**src/rtl/rs_dec_mon_if.sv**
```systemverilog
// Decoded-word stream between the RS decoder and its monitor: the decoder
// side drives dec_*/rde_error, the monitor returns a registered copy on out_*.
interface rs_dec_mon_if;
    logic        dec_vld;
    logic [63:0] dec_data;
    logic        dec_isos;
    logic        rde_error;
    logic        out_vld;
    logic [63:0] out_data;
    logic        out_isos;

    modport master (
        output dec_vld, dec_data, dec_isos, rde_error,
        input  out_vld, out_data, out_isos
    );

    modport slave (
        input  dec_vld, dec_data, dec_isos, rde_error,
        output out_vld, out_data, out_isos
    );
endinterface

```
**src/rtl/rs_dec_mon.sv**
```systemverilog
// RS decoder output monitor: one-cycle passthrough of the decoded stream plus
// codeword/failure statistics feeding a windowed link-health state machine.
module rs_dec_mon #(
    parameter int WORDS_PER_CW = 24,
    parameter int WIN_CW       = 1024,
    parameter int FAIL_TH      = 4,
    parameter int RECOVER_WIN  = 4
) (
    input  logic        clk,
    input  logic        rstn,
    input  logic        rs_ena,
    input  logic        clr_stats,
    rs_dec_mon_if.slave bus,
    output logic [31:0] cw_cnt,
    output logic [15:0] fail_cnt,
    output logic [15:0] isos_cnt,
    output logic [1:0]  link_state,
    output logic        link_degrade,
    output logic        link_fail_irq
);
    localparam int BEAT_W = (WORDS_PER_CW > 1) ? $clog2(WORDS_PER_CW) : 1;
    localparam int WCW_W  = (WIN_CW > 1) ? $clog2(WIN_CW) : 1;
    localparam int WFL_W  = $clog2(FAIL_TH + 1);
    localparam int CLN_W  = $clog2(RECOVER_WIN + 1);

    typedef enum logic [1:0] {ST_IDLE = 2'd0, ST_MON = 2'd1, ST_DEGR = 2'd2, ST_FAIL = 2'd3} state_t;

    function automatic logic [31:0] sat_inc32(input logic [31:0] v, input logic en);
        return (en && (v != '1)) ? v + 32'd1 : v;
    endfunction

    function automatic logic [15:0] sat_inc16(input logic [15:0] v, input logic en);
        return (en && (v != '1)) ? v + 16'd1 : v;
    endfunction

    state_t             state_q, state_d;
    logic [BEAT_W-1:0]  beat_q, beat_d;
    logic               cw_fail_q, cw_fail_d;
    logic [WCW_W-1:0]   win_cw_q, win_cw_d;
    logic [WFL_W-1:0]   win_fail_q, win_fail_d, win_fail_nxt;
    logic [CLN_W-1:0]   clean_q, clean_d;
    logic [31:0]        cw_cnt_q, cw_cnt_d;
    logic [15:0]        fail_cnt_q, fail_cnt_d;
    logic [15:0]        isos_cnt_q, isos_cnt_d;
    logic               irq_q, irq_d;
    logic               out_vld_q, out_isos_q;
    logic [63:0]        out_data_q;
    logic               active, beat_end, cw_failed, win_close;

    always_comb begin
        active       = rs_ena && (state_q != ST_IDLE);
        beat_end     = active && bus.dec_vld && (beat_q == BEAT_W'(WORDS_PER_CW - 1));
        cw_failed    = beat_end && (cw_fail_q || bus.rde_error);
        win_close    = beat_end && !clr_stats && (win_cw_q == WCW_W'(WIN_CW - 1));
        win_fail_nxt = win_fail_q;
        if (cw_failed && (win_fail_q != WFL_W'(FAIL_TH)))
            win_fail_nxt = win_fail_q + WFL_W'(1);

        beat_d     = beat_q;
        cw_fail_d  = cw_fail_q;
        win_cw_d   = win_cw_q;
        win_fail_d = win_fail_q;
        cw_cnt_d   = cw_cnt_q;
        fail_cnt_d = fail_cnt_q;
        isos_cnt_d = isos_cnt_q;
        if (!active) begin
            beat_d     = '0;
            cw_fail_d  = 1'b0;
            win_cw_d   = '0;
            win_fail_d = '0;
        end else begin
            if (bus.dec_vld)
                beat_d = beat_end ? '0 : beat_q + BEAT_W'(1);
            // An error on the ending beat belongs to that codeword; the flag restarts clean.
            cw_fail_d = beat_end ? 1'b0 : (cw_fail_q || bus.rde_error);
            if (beat_end) begin
                win_cw_d   = win_close ? '0 : win_cw_q + WCW_W'(1);
                win_fail_d = win_close ? '0 : win_fail_nxt;
            end
            cw_cnt_d   = sat_inc32(cw_cnt_q, beat_end);
            fail_cnt_d = sat_inc16(fail_cnt_q, cw_failed);
            isos_cnt_d = sat_inc16(isos_cnt_q, bus.dec_vld && bus.dec_isos);
        end

        clean_d = '0;
        if (active && (state_q == ST_DEGR)) begin
            clean_d = clean_q;
            if (win_close)
                clean_d = ((win_fail_nxt == '0) && (clean_q != CLN_W'(RECOVER_WIN - 1)))
                          ? clean_q + CLN_W'(1) : '0;
        end

        if (clr_stats) begin
            beat_d     = '0;
            cw_fail_d  = 1'b0;
            win_cw_d   = '0;
            win_fail_d = '0;
            cw_cnt_d   = '0;
            fail_cnt_d = '0;
            isos_cnt_d = '0;
        end
    end

    always_comb begin
        state_d = state_q;
        case (state_q)
            ST_IDLE: state_d = ST_MON;
            ST_MON:  if (win_close && (win_fail_nxt >= WFL_W'(FAIL_TH))) state_d = ST_DEGR;
            ST_DEGR: begin
                if (win_close && (win_fail_nxt >= WFL_W'(FAIL_TH)))
                    state_d = ST_FAIL;
                else if (win_close && (win_fail_nxt == '0) && (clean_q == CLN_W'(RECOVER_WIN - 1)))
                    state_d = ST_MON;
            end
            ST_FAIL: if (clr_stats) state_d = ST_MON;
        endcase
        if (!rs_ena)
            state_d = ST_IDLE;
        irq_d = (state_d == ST_FAIL) && (state_q != ST_FAIL);
    end

    always_ff @(posedge clk) begin
        if (!rstn) begin
            state_q    <= ST_IDLE;
            beat_q     <= '0;
            cw_fail_q  <= 1'b0;
            win_cw_q   <= '0;
            win_fail_q <= '0;
            clean_q    <= '0;
            cw_cnt_q   <= '0;
            fail_cnt_q <= '0;
            isos_cnt_q <= '0;
            irq_q      <= 1'b0;
            out_vld_q  <= 1'b0;
            out_data_q <= '0;
            out_isos_q <= 1'b0;
        end else begin
            state_q    <= state_d;
            beat_q     <= beat_d;
            cw_fail_q  <= cw_fail_d;
            win_cw_q   <= win_cw_d;
            win_fail_q <= win_fail_d;
            clean_q    <= clean_d;
            cw_cnt_q   <= cw_cnt_d;
            fail_cnt_q <= fail_cnt_d;
            isos_cnt_q <= isos_cnt_d;
            irq_q      <= irq_d;
            out_vld_q  <= bus.dec_vld;
            if (bus.dec_vld) begin
                out_data_q <= bus.dec_data;
                out_isos_q <= bus.dec_isos;
            end
        end
    end

    always_comb begin
        link_state    = state_q;
        link_degrade  = (state_q == ST_DEGR) || (state_q == ST_FAIL);
        link_fail_irq = irq_q;
        cw_cnt        = cw_cnt_q;
        fail_cnt      = fail_cnt_q;
        isos_cnt      = isos_cnt_q;
        bus.out_vld   = out_vld_q;
        bus.out_data  = out_data_q;
        bus.out_isos  = out_isos_q;
    end
endmodule

```
**src/flat_wrapper.sv**
```systemverilog
// flat-port wrapper written by rule: the top's interface ports become plain ports
module rs_dec_mon_flat 
#(
    parameter int WORDS_PER_CW = 24,
    parameter int WIN_CW       = 1024,
    parameter int FAIL_TH      = 4,
    parameter int RECOVER_WIN  = 4
)
  (clk, rstn, rs_ena, clr_stats, cw_cnt, fail_cnt, isos_cnt, link_state, link_degrade, link_fail_irq, bus_dec_vld, bus_dec_data, bus_dec_isos, bus_rde_error, bus_out_vld, bus_out_data, bus_out_isos);
  rs_dec_mon_if bus_i ();
  input  logic clk;
  input  logic rstn;
  input  logic rs_ena;
  input  logic clr_stats;
  output logic [31:0] cw_cnt;
  output logic [15:0] fail_cnt;
  output logic [15:0] isos_cnt;
  output logic [1:0] link_state;
  output logic link_degrade;
  output logic link_fail_irq;
  input wire logic [$bits(bus_i.dec_vld)-1:0] bus_dec_vld;
  input wire logic [$bits(bus_i.dec_data)-1:0] bus_dec_data;
  input wire logic [$bits(bus_i.dec_isos)-1:0] bus_dec_isos;
  input wire logic [$bits(bus_i.rde_error)-1:0] bus_rde_error;
  output wire logic [$bits(bus_i.out_vld)-1:0] bus_out_vld;
  output wire logic [$bits(bus_i.out_data)-1:0] bus_out_data;
  output wire logic [$bits(bus_i.out_isos)-1:0] bus_out_isos;
  assign bus_i.dec_vld = bus_dec_vld;
  assign bus_i.dec_data = bus_dec_data;
  assign bus_i.dec_isos = bus_dec_isos;
  assign bus_i.rde_error = bus_rde_error;
  assign bus_out_vld = bus_i.out_vld;
  assign bus_out_data = bus_i.out_data;
  assign bus_out_isos = bus_i.out_isos;
  rs_dec_mon #(.WORDS_PER_CW(WORDS_PER_CW), .WIN_CW(WIN_CW), .FAIL_TH(FAIL_TH), .RECOVER_WIN(RECOVER_WIN)) u_core (.clk(clk), .rstn(rstn), .rs_ena(rs_ena), .clr_stats(clr_stats), .bus(bus_i), .cw_cnt(cw_cnt), .fail_cnt(fail_cnt), .isos_cnt(isos_cnt), .link_state(link_state), .link_degrade(link_degrade), .link_fail_irq(link_fail_irq));
endmodule
```
**config.mk**
```make
export PLATFORM = sky130hd
export DESIGN_NAME = rs_dec_mon_flat
export DESIGN_NICKNAME = d
export VERILOG_FILES = /design/src/rtl/rs_dec_mon_if.sv /design/src/rtl/rs_dec_mon.sv /design/src/flat_wrapper.sv
export SDC_FILE = /design/constraint.sdc
export NUM_CORES = 1
export LEC_CHECK = 0
export ABC_CLOCK_PERIOD_IN_PS = 2200
export BUFFER_PORTS_ARGS = -buffer_cell sky130_fd_sc_hd__buf_2
export CORE_ASPECT_RATIO = 1.75
export CORE_MARGIN = 8
export CORE_UTILIZATION = 48
export CTS_BUF_LIST = sky130_fd_sc_hd__clkbuf_4
export DETAILED_ROUTE_END_ITERATION = 8
export GPL_TIMING_DRIVEN = 0
export PLACE_DENSITY = 0.75
export SYNTH_ARGS = -nofsm -noshare
export SYNTH_HDL_FRONTEND = slang
export SYNTH_SLANG_ARGS = --single-unit
```
**constraint.sdc**
```tcl
create_clock -name clk -period 2.2 [get_ports clk]
set_input_delay 0.22 -clock clk [delete_from_list [all_inputs] [get_ports clk]]
set_output_delay 0.22 -clock clk [all_outputs]
set_load 0.01 [all_outputs]
```
==> qor.txt, run 1 <==
Crit path DAT - 2.69 ns
Unrepaired setup endpoints after global routing - true
Crit path kind - flop to flop
Slowest CP cell - or4_4
Vias in the first global route - 6,774
Final hold violations - 0
Die Y-Extent - 174 µm
Clock-pin slew on the worst setup and hold paths - 0.17 ns
Slew Viols, Final - 0
Max incr delay on CP - 0.59 ns
Startpoint Class - flop
Final Power - 5.33 mW
Setup crit end kind - flop
Core area - 0.0139 mm²
Cell variety after synth - 50
TritonCTS clock tree - done
Share of layout cells above drive strength 1 - 27.1%
Pint - 3.87 mW
Post-route ant nets - 0
Final Wtd Congestion - 0.827
Sink Count - 155
Most used cell, CP - or3_4
Status - complete, no violations
Gate power share - 9.8%
Area leader, netlist - dfxtp_1
Max-cap violation count - 0
Mapped Area - 0.00682 mm²
H-tree depth - 4
Post-DP HPWL - 14.1 mm
LEAKAGE - 3.86 nW
Ys Warns - 0
DR DRC count - 0
Initial Util - 49.0%
Drt pass-1 iters - 4
Clock power share - 35.4%
Rel. slew slack - 44.6%
Asr flop ratio synth - 0%
Die Wd - 106 µm
P&R area growth vs syn - 35.9%
Required @ worst endpoint - 2.70 ns
Total track usage - 22.3%
First-pass GRT wire length - 33.9 mm
CP Cell Sequence - ha_4, nand3_4, or3_4, or4_4, or3_4, a21oi_2
DRT iter0 DRCs - 225
Grt ovf - 0
Final setup viols - 0
Drt total wl - 20.6 mm
Min cycle time layout - 2.19 ns
Drt via density - 5.35
Die area - 0.0184 mm²
Register share of total power - 54.8%
Port bufs - 203
Max clock buf depth - 2
Pwr dens - 575 mW/mm²
CP Max Fanout - 6
Synth top area share - 45.5%
I/O Pins - 205
Min-Delay Path Class - input pin to flop
Mean post-synth cell area - 9.32 µm²
Sw frac - 27.3%
Flops & latches, synth - 155
Worst Tran Pin Value - 0.824 ns
Clock Latency Late Sink - 0.57 ns
Setup TNS - 0 ns
Skew final - 0.0341 ns
Largest net degree at the start of global routing - 17
FP Rows - 57
Syn_nets - 812
Share of the yosys chip area belonging to registers - 45.5%
DR WL/cell - 16.9 µm
EDFF count, synth - 0
Antenna violations before repair - 1
TritonCTS buffer count - 17
Max Fclk - 457 MHz
Synth Instances - 732
Max VDD drop - 0.000424 V
Final period util - 99.6%
Ys flop type - dfxtp_1
Post-layout nets - 1,108
Clk root buf - clkbuf_4
DR vias - 6,517
P_sw - 1.45 mW
Synth top area cells - dfxtp_1 46%, mux2i_1 10%, nor2b_1 6.2%
routing by layer:
layer | vias up | track usage (%) | wire length (µm)
met4 | 0 | 9.32 | 663
li1 | 3206 | - | -
met3 | 47 | 8.12 | 1520
met1 | 3059 | 22.6 | 7880
met2 | 205 | 39.6 | 10500
met5 | - | 0 | 0
sequential cells by signal (all words and copies together), names as in the netlist:
name / count
u_core.beat_q: 5
u_core.bus.out_data: 64
u_core.bus.out_isos: 1
u_core.bus.out_vld: 1
u_core.clean_q: 3
u_core.cw_cnt: 32
u_core.cw_fail_q: 1
u_core.fail_cnt: 16
u_core.isos_cnt: 16
u_core.link_fail_irq: 1
u_core.link_state: 2
u_core.win_cw_q: 10
u_core.win_fail_q: 3
cell usage after synthesis (all sizes together), types with 2 or more instances:
cell and instances:
nand4 16, a31oi 3, nor3 14, dfxtp 155
ha 9, or4 12, o2111ai 2, nor4b 4
inv 8, a2111oi 5, mux2i 70, or3 15
xnor2 34, and4 18, nand2b 6, buf 11
nand2 43, xor2 9, nor2b 68, a211oi 5
o21ai 21, o211ai 2, nand3 29, a21oi 34
and3 9, nor2 62, o31ai 9, clkbuf 26
nor3b 4, and2 4, nor4 14
through the flow:
step                instances  util (%)  worst slack, ns  hold slack (ns)  instance area [µm²]
floorplan                 732         -           0.0113            0.383                 6820
global placement         1112      58.0           -0.345            0.429                 8060
detailed placement       1112      58.0           -0.376            0.436                 8060
CTS                      1216      66.2          0.00235          0.00857                 9210
global route             1219      66.6          -0.0439           0.0260                 9270
finish                   1219      66.6          0.00985           0.0225                 9270
power by group through the flow:
stage / registers, mW / logic (mW) / clock network (mW)
2_1_floorplan: 3.01 / 0.185 / 0
3_3_place_gp: 2.97 / 0.408 / 0
3_5_place_dp: 2.98 / 0.416 / 0
4_1_cts: 2.92 / 0.511 / 1.93
5_1_grt: 2.93 / 0.563 / 2.02
6_report: 2.92 / 0.522 / 1.88
path summary, 6_finish.rpt:
path,from,depth (start not counted),slack (ns),to
worst min register to register,u_core.clean_q[1],2,0.45,u_core.clean_q[1]
worst max register to register,u_core.beat_q[1],6,0.01,u_core.cw_cnt[28]
worst max-delay path,u_core.beat_q[1],6,0.01,u_core.cw_cnt[28]
worst min-delay path,clr_stats,4,0.02,u_core.link_state[1]
what timing repair did:
action                                 CTS  global route
gates resized for setup                 28            16
setup endpoints to repair               53            36
gates cloned                             0             0
setup buffers                            7             3
pin swaps                                4             5
hold buffers                            67             0
endpoints found under the hold margin   67             0
area by class of cell:
class                   instances  area, µm²
fillers                      1159       4640
plain buffers                  34        150
flip-flops and latches        155       3110
clock inverters                15        176
diodes                          1       2.50
clock buffers                  17        128
repair buffers                280       1770
multi-input cells             532       3670
inverters                       8       30.0
well taps                     177        221
placed cells by master, fill, tap and decap left out, types with 20 or more instances in the layout:
| master | instances |
|---|---|
| a21oi_1 | 33 |
| nand2_1 | 43 |
| dfxtp_1 | 149 |
| mux2i_1 | 70 |
| dlygate4sd3_1 | 67 |
| nor2b_1 | 68 |
| nor2_1 | 62 |
| xnor2_1 | 34 |
| clkbuf_4 | 20 |
| nand3_1 | 28 |
| buf_2 | 204 |
critical path: cells and delay by family (launching register included):
family                     cells  cell delay, ns
and+or+nand+nor                4            1.43
DFF                            1            0.39
adders and majority gates      1            0.15
AOI/OAI and AO/OA              1            0.14
logic make-up after synthesis:
| family | count (synthesis) | synth area share, % |
|---|---|---|
| and+or+nand+nor | 321 | 26.2 |
| AOI/OAI and AO/OA | 88 | 8.07 |
| buffers and inverters | 45 | 2.59 |
| adders and majority gates | 9 | 1.65 |
| DFF | 155 | 45.5 |
| xor gates and xnor gates | 43 | 5.52 |
| muxes | 71 | 10.4 |
Power figures use the tool's default switching activity.
==> run 2, diff against run 1 <==
--- a/config.mk
+++ b/config.mk
@@ -8,7 +8,7 @@
 export ABC_CLOCK_PERIOD_IN_PS = 2200
 export BUFFER_PORTS_ARGS = -buffer_cell sky130_fd_sc_hd__buf_2
 export CORE_ASPECT_RATIO = 1.75
-export CORE_MARGIN = 8
+export CORE_MARGIN = 3
 export CORE_UTILIZATION = 48
 export CTS_BUF_LIST = sky130_fd_sc_hd__clkbuf_4
 export DETAILED_ROUTE_END_ITERATION = 8
==> qor.txt, run 2 (same netlist as run 1, synthesis figures left out) <==
Required @ worst endpoint - 2.65 ns (was 2.70 ns)
Placed Cells - 1,112 (unchanged)
Hold path endpoint - u_core.link_state[0] (was u_core.link_state[1])
Pwr dens - 550 mW/mm² (was 575 mW/mm²)
Worst path buffer plus inverter count - 0 (unchanged)
Drt via density - 5.41 (was 5.35)
Hold Path Origin - rstn (was clr_stats)
CP Max Fanout - 6 (unchanged)
Antenna violations before repair - 1 (unchanged)
P&R area growth vs syn - 35.8% (was 35.9%)
Max incr delay on CP - 0.59 ns (about the same)
Worst Tran Pin Value - 0.771 ns (was 0.824 ns)
TritonCTS buffer count - 17 (unchanged)
Min cycle time layout - 2.15 ns (was 2.19 ns)
Hold Path Depth - 3 (was 4)
Flip-flop count of the largest register after layout - 64 (unchanged)
Final period util - 97.5% (was 99.6%)
Die Wd - 96.1 µm (was 106 µm)
Final setup viols - 0 (unchanged)
Startpoint Class - flop (unchanged)
TritonCTS clock tree - done (unchanged)
H-tree depth - 4 (unchanged)
CP Cell Sequence - nand2b_1, or3_4, or4_4, or3_1, a21oi_1 (was ha_4, nand3_4, or3_4, or4_4, or3_4, a21oi_2)
Commonest non-fill, non-tap cell in the layout - buf_2 (unchanged)
DR WL/cell - 16.2 µm (was 16.9 µm)
Sink Count - 155 (unchanged)
Final instance area - 0.00926 mm² (was 0.00927 mm²)
Status - complete, no violations (unchanged)
CP delay by family, top - simple AND/OR/NAND/NOR gates (unchanged)
Drt total wl - 19.8 mm (was 20.6 mm)
Die Y-Extent - 164 µm (was 174 µm)
Initial Util - 49.0% (unchanged)
DR DRC count - 0 (unchanged)
Clk root buf - clkbuf_4 (unchanged)
Setup crit end kind - flop (unchanged)
Post-route ant nets - 0 (unchanged)
RR Endpoint - u_core.cw_cnt[30] (was u_core.cw_cnt[28])
Final Non-Filler Cells - 1,221 (was 1,219)
Setup WS post-layout - 0.0547 ns (was 0.00985 ns)
Post-DP HPWL - 12.9 mm (was 14.1 mm)
Post-layout nets - 1,109 (was 1,108)
Most frequent cells in the layout - 206 x buf_2, 146 x dfxtp_1, 70 x mux2i_1, 68 x nor2b_1, 66 x dlygate4sd3_1 (was 204 x buf_2, 149 x dfxtp_1, 70 x mux2i_1, 68 x nor2b_1, 67 x dlygate4sd3_1)
I/O Pins - 205 (unchanged)
Crit path DAT - 2.60 ns (was 2.69 ns)
Placed Instance Area - 0.00806 mm² (unchanged)
Max-cap violation count - 0 (unchanged)
Crit path kind - flop to flop (unchanged)
LEAKAGE - 3.84 nW (was 3.86 nW)
Max clock buf depth - 2 (unchanged)
Final Power - 5.10 mW (was 5.33 mW)
Share of layout cells above drive strength 1 - 27.4% (was 27.1%)
Clock-pin slew on the worst setup and hold paths - 0.13 ns (was 0.17 ns)
Core area - 0.0139 mm² (unchanged)
First-pass GRT wire length - 31.1 mm (was 33.9 mm)
Setup WS pre-CTS - -0.323 ns (was -0.376 ns)
Critical R2R Launch - u_core.beat_q[3] (was u_core.beat_q[1])
Fillers - 1,155 (was 1,159)
DR vias - 6,609 (was 6,517)
Skew final - 0.0308 ns (was 0.0341 ns)
FF-to-FF path depth - 5 (was 6)
Register-to-register setup slack - 0.05 ns (was 0.01 ns)
FP Rows - 57 (unchanged)
Largest net degree at the start of global routing - 17 (unchanged)
Grt ovf - 0 (unchanged)
Slowest CP cell - or4_4 (unchanged)
Drt pass-1 iters - 5 (was 4)
Slew Viols, Final - 0 (unchanged)
Max VDD drop - 0.000431 V (was 0.000424 V)
Die area - 0.0157 mm² (was 0.0184 mm²)
DRT iter0 DRCs - 222 (was 225)
Min-Delay Path Class - input pin to flop (unchanged)
Total track usage - 24.8% (was 22.3%)
Max Fclk - 466 MHz (was 457 MHz)
Final Wtd Congestion - 0.818 (was 0.827)
Clock Latency Late Sink - 0.53 ns (was 0.57 ns)
Rel. slew slack - 48.6% (was 44.6%)
Final hold violations - 0 (unchanged)
Port bufs - 203 (unchanged)
Vias in the first global route - 6,507 (was 6,774)
==> run 2: changes by cell type in the layout (fill, tap and decap cells not counted), moves of 2 or more <==
cell / change
inv_8: -3
inv_6: -2
buf_2: +2
dfxtp_2: +3
dfxtp_1: -3
clkinv_1: +2
clkinvlp_4: +2
==> run 2: worst max path at each step <==
stage	start	endpoint	slack, ns	cells past startpoint
finish	u_core.beat_q[3]	u_core.cw_cnt[30]	0.05	5
global route	u_core.beat_q[3]	u_core.cw_cnt[30]	-0.005	5
CTS	u_core.win_cw_q[0]	u_core.link_state[0]	0.006	7
detailed placement	u_core.cw_cnt[1]	u_core.cw_cnt[7]	-0.32	7
global placement	u_core.cw_cnt[14]	u_core.cw_cnt[7]	-0.35	7
floorplan	u_core.cw_cnt[1]	u_core.cw_cnt[30]	0.01	7
==> run 2: per-layer routing <==
metal,track usage [%],wire (µm),vias to the layer above
met3,5.90,1070,38
met5,0,0,-
li1,-,-,3210
met1,26.6,7660,3138
met4,9.20,525,0
met2,45.5,10500,223
==> run 2: what timing repair did <==
action | 4_1_cts | 5_1_grt
pin swaps | 4 | 1
hold buffers | 66 | 0
endpoints found under the setup margin | 42 | 44
endpoints found under the hold margin | 67 | 0
buffers inserted | 9 | 2
gates resized for setup | 21 | 31
==> run 2: power breakdown <==
group,internal [mW],total [mW],switching (mW)
Sequential,2.88,2.92,0.0424
Clock,0.594,1.66,1.06
Combinational,0.271,0.519,0.248
Total,3.74,5.10,1.35
==> run 2: layout make-up <==
type / instances / area, µm² / share of cell area, %
clock inverters: 13 / 118 / 1.27
diodes: 2 / 5.00 / 0.0540
repair buffers: 280 / 1770 / 19.1
clock buffers: 19 / 143 / 1.54
plain buffers: 35 / 154 / 1.66
multi-input cells: 532 / 3700 / 40.0
inverters: 8 / 30.0 / 0.324
well taps: 177 / 221 / 2.39
flip-flops and latches: 155 / 3120 / 33.6
==> run 2: through the flow <==
step,util (%),hold WS [ns],setup TNS [ns]
6_report,66.6,0.0546,0
5_1_grt,66.6,0.0251,-0.00858
4_1_cts,65.7,0.0247,0
3_5_place_dp,58.0,0.442,-6.84
3_3_place_gp,58.0,0.429,-6.04
2_1_floorplan,-,0.383,0
==> run 2: worst reg2reg max path, delay by kind of cell (launching register included) <==
kind               cells  cell delay, ns
AOI/OAI and AO/OA      1            0.15
DFF                    1            0.34
and+or+nand+nor        4            1.61
==> run 3, diff against run 2 <==
--- a/config.mk
+++ b/config.mk
@@ -7,13 +7,14 @@
 export LEC_CHECK = 0
 export ABC_CLOCK_PERIOD_IN_PS = 2200
 export BUFFER_PORTS_ARGS = -buffer_cell sky130_fd_sc_hd__buf_2
-export CORE_ASPECT_RATIO = 1.75
+export CORE_ASPECT_RATIO = 2
 export CORE_MARGIN = 3
 export CORE_UTILIZATION = 48
 export CTS_BUF_LIST = sky130_fd_sc_hd__clkbuf_4
 export DETAILED_ROUTE_END_ITERATION = 8
 export GPL_TIMING_DRIVEN = 0
 export PLACE_DENSITY = 0.75
+export RECOVER_POWER = 50
 export SYNTH_ARGS = -nofsm -noshare
 export SYNTH_HDL_FRONTEND = slang
 export SYNTH_SLANG_ARGS = --single-unit
==> qor.txt, run 3 (same netlist as run 1, synthesis figures left out) <==
Final Wtd Congestion - 0.855 (was 0.818)
Placed Cells - 1,124 (was 1,112)
Final Non-Filler Cells - 1,229 (was 1,221)
RR Endpoint - u_core.cw_cnt[30] (unchanged)
Antenna violations before repair - 1 (unchanged)
Unrepaired setup endpoints after global routing - true
DR vias - 6,539 (was 6,609)
Startpoint Class - flop (unchanged)
Commonest non-fill, non-tap cell in the layout - dfxtp_1 (was buf_2)
Port bufs - 203 (unchanged)
Crit path kind - flop to flop (unchanged)
Min cycle time layout - 2.14 ns (was 2.15 ns)
Critical R2R Launch - u_core.beat_q[1] (was u_core.beat_q[3])
Slew Viols, Final - 0 (unchanged)
Setup crit end kind - flop (unchanged)
Worst Tran Pin Value - 0.851 ns (was 0.771 ns)
Max VDD drop - 0.000410 V (was 0.000431 V)
P&R area growth vs syn - 33.8% (was 35.8%)
Hold Path Depth - 4 (was 3)
Fillers - 1,209 (was 1,155)
Min-Delay Path Class - input pin to flop (unchanged)
Drt pass-1 iters - 5 (unchanged)
TritonCTS clock tree - done (unchanged)
Clock-pin slew on the worst setup and hold paths - 0.13 ns (about the same)
Pwr dens - 545 mW/mm² (was 550 mW/mm²)
Vias in the first global route - 6,665 (was 6,507)
Drt via density - 5.32 (was 5.41)
Final instance area - 0.00913 mm² (was 0.00926 mm²)
Flip-flop count of the largest register after layout - 64 (unchanged)
Initial Util - 49.1% (was 49.0%)
Max clock buf depth - 2 (unchanged)
Die Wd - 90.3 µm (was 96.1 µm)
Skew final - 0.0195 ns (was 0.0308 ns)
DR WL/cell - 15.5 µm (was 16.2 µm)
Sink Count - 155 (unchanged)
Total track usage - 24.4% (was 24.8%)
Die Y-Extent - 175 µm (was 164 µm)
FF/Latch Area - 0.00312 mm² (about the same)
CP Max Fanout - 7 (was 6)
Required @ worst endpoint - 2.67 ns (was 2.65 ns)
Setup WS post-layout - 0.0634 ns (was 0.0547 ns)
Die area - 0.0158 mm² (was 0.0157 mm²)
Final period util - 97.1% (was 97.5%)
TritonCTS buffer count - 17 (unchanged)
Grt ovf - 0 (unchanged)
Share of layout cells above drive strength 1 - 19.9% (was 27.4%)
FF-to-FF path depth - 6 (was 5)
FP Rows - 61 (was 57)
Largest net degree at the start of global routing - 17 (unchanged)
Core Util, Final - 65.7% (was 66.6%)
I/O Pins - 205 (unchanged)
Hold path endpoint - u_core.link_state[1] (was u_core.link_state[0])
First-pass GRT wire length - 31.8 mm (was 31.1 mm)
Multi-input logic area - 0.00368 mm² (was 0.00370 mm²)
Hold Path Origin - clr_stats (was rstn)
Post-route ant nets - 0 (unchanged)
H-tree depth - 4 (unchanged)
Core area - 0.0139 mm² (about the same)
Clk root buf - clkbuf_4 (unchanged)
Drt total wl - 19.0 mm (was 19.8 mm)
LEAKAGE - 3.53 nW (was 3.84 nW)
Rel. slew slack - 42.7% (was 48.6%)
Max-cap violation count - 0 (unchanged)
Clock Latency Late Sink - 0.53 ns (about the same)
Final hold violations - 0 (unchanged)
DRT iter0 DRCs - 254 (was 222)
Post-DP HPWL - 13.2 mm (was 12.9 mm)
Post-layout nets - 1,108 (was 1,109)
Max Fclk - 468 MHz (was 466 MHz)
DR DRC count - 0 (unchanged)
Most frequent cells in the layout - 149 x dfxtp_1, 130 x buf_2, 98 x clkbuf_1, 70 x mux2i_1, 68 x nor2b_1 (was 206 x buf_2, 146 x dfxtp_1, 70 x mux2i_1, 68 x nor2b_1, 66 x dlygate4sd3_1)
Placed Instance Area - 0.00808 mm² (was 0.00806 mm²)
Status - complete, no violations (unchanged)
Final setup viols - 0 (unchanged)
Register-to-register setup slack - 0.06 ns (was 0.05 ns)
Hold slack - 0.0511 ns (was 0.0546 ns)
Crit path DAT - 2.61 ns (was 2.60 ns)
Setup WS pre-CTS - -0.395 ns (was -0.323 ns)
==> run 3: cell types whose count changed in the layout (fill, tap and decap cells not counted), moves of 3 or more <==
cell	delta
buf_2	-76
clkbuf_1	+80
buf_1	-4
clkinv_2	+4
inv_6	-4
dfxtp_2	-4
dfxtp_1	+3
==> run 3: worst max-delay path, stage by stage (launching register included) <==
cell	delay, ns
dfxtp_2	0.38
ha_4	0.15
nand3_4	0.11
or3_4	0.38
or4_4	0.58
or3_1	0.35
a21oi_2	0.13
==> run 3: worst max path at each step <==
stage | startpoint | endpoint | slack [ns] | cells past startpoint
final | u_core.beat_q[1] | u_core.cw_cnt[30] | 0.06 | 6
after global routing | u_core.win_cw_q[0] | u_core.link_state[0] | -0.02 | 7
after CTS | u_core.beat_q[1] | u_core.cw_cnt[26] | 0.001 | 6
after detailed placement | u_core.cw_cnt[14] | u_core.cw_cnt[7] | -0.39 | 7
after global placement | u_core.cw_cnt[14] | u_core.cw_cnt[7] | -0.40 | 7
after floorplan | u_core.cw_cnt[1] | u_core.cw_cnt[30] | 0.01 | 7
==> run 3: stage by stage <==
step	power (mW)	TNS (ns)
after floorplan	3.20	0
after global placement	3.38	-6.44
after detailed placement	3.39	-7.21
after CTS	5.02	0
after global routing	5.18	-0.0254
final	4.97	0
==> run 3: layout make-up <==
cell class                 instances  share of cell area (%)
buffer                            34                    1.62
inverter                           8                   0.329
tap                              189                    2.59
clock buffer                      18                    1.48
clock inverter                    12                    1.14
antenna                            1                  0.0274
multi-input combinational        532                    40.3
timing repair buffer             280                    18.4
sequential                       155                    34.1
==> run 3: power breakdown <==
group	internal, mW	switching, mW
combinational	0.251	0.242
clock	0.554	1.01
sequential	2.88	0.0417
==> run 3: metal layers <==
metal | track usage [%] | part of all wire, % | vias to the layer above
li1 | - | - | 3208
met5 | 0 | 0 | -
met1 | 25.0 | 37 | 3092
met3 | 5.20 | 4.8 | 47
met4 | 10.7 | 2.7 | 0
met2 | 46.4 | 55 | 192
==> run 3: repair_timing <==
item	CTS	global route
resized for setup	25	23
endpoints found under the setup margin	41	35
hold endpoints to repair	67	0
hold buffers	66	0
buffers inserted	9	2
pin swaps	3	2
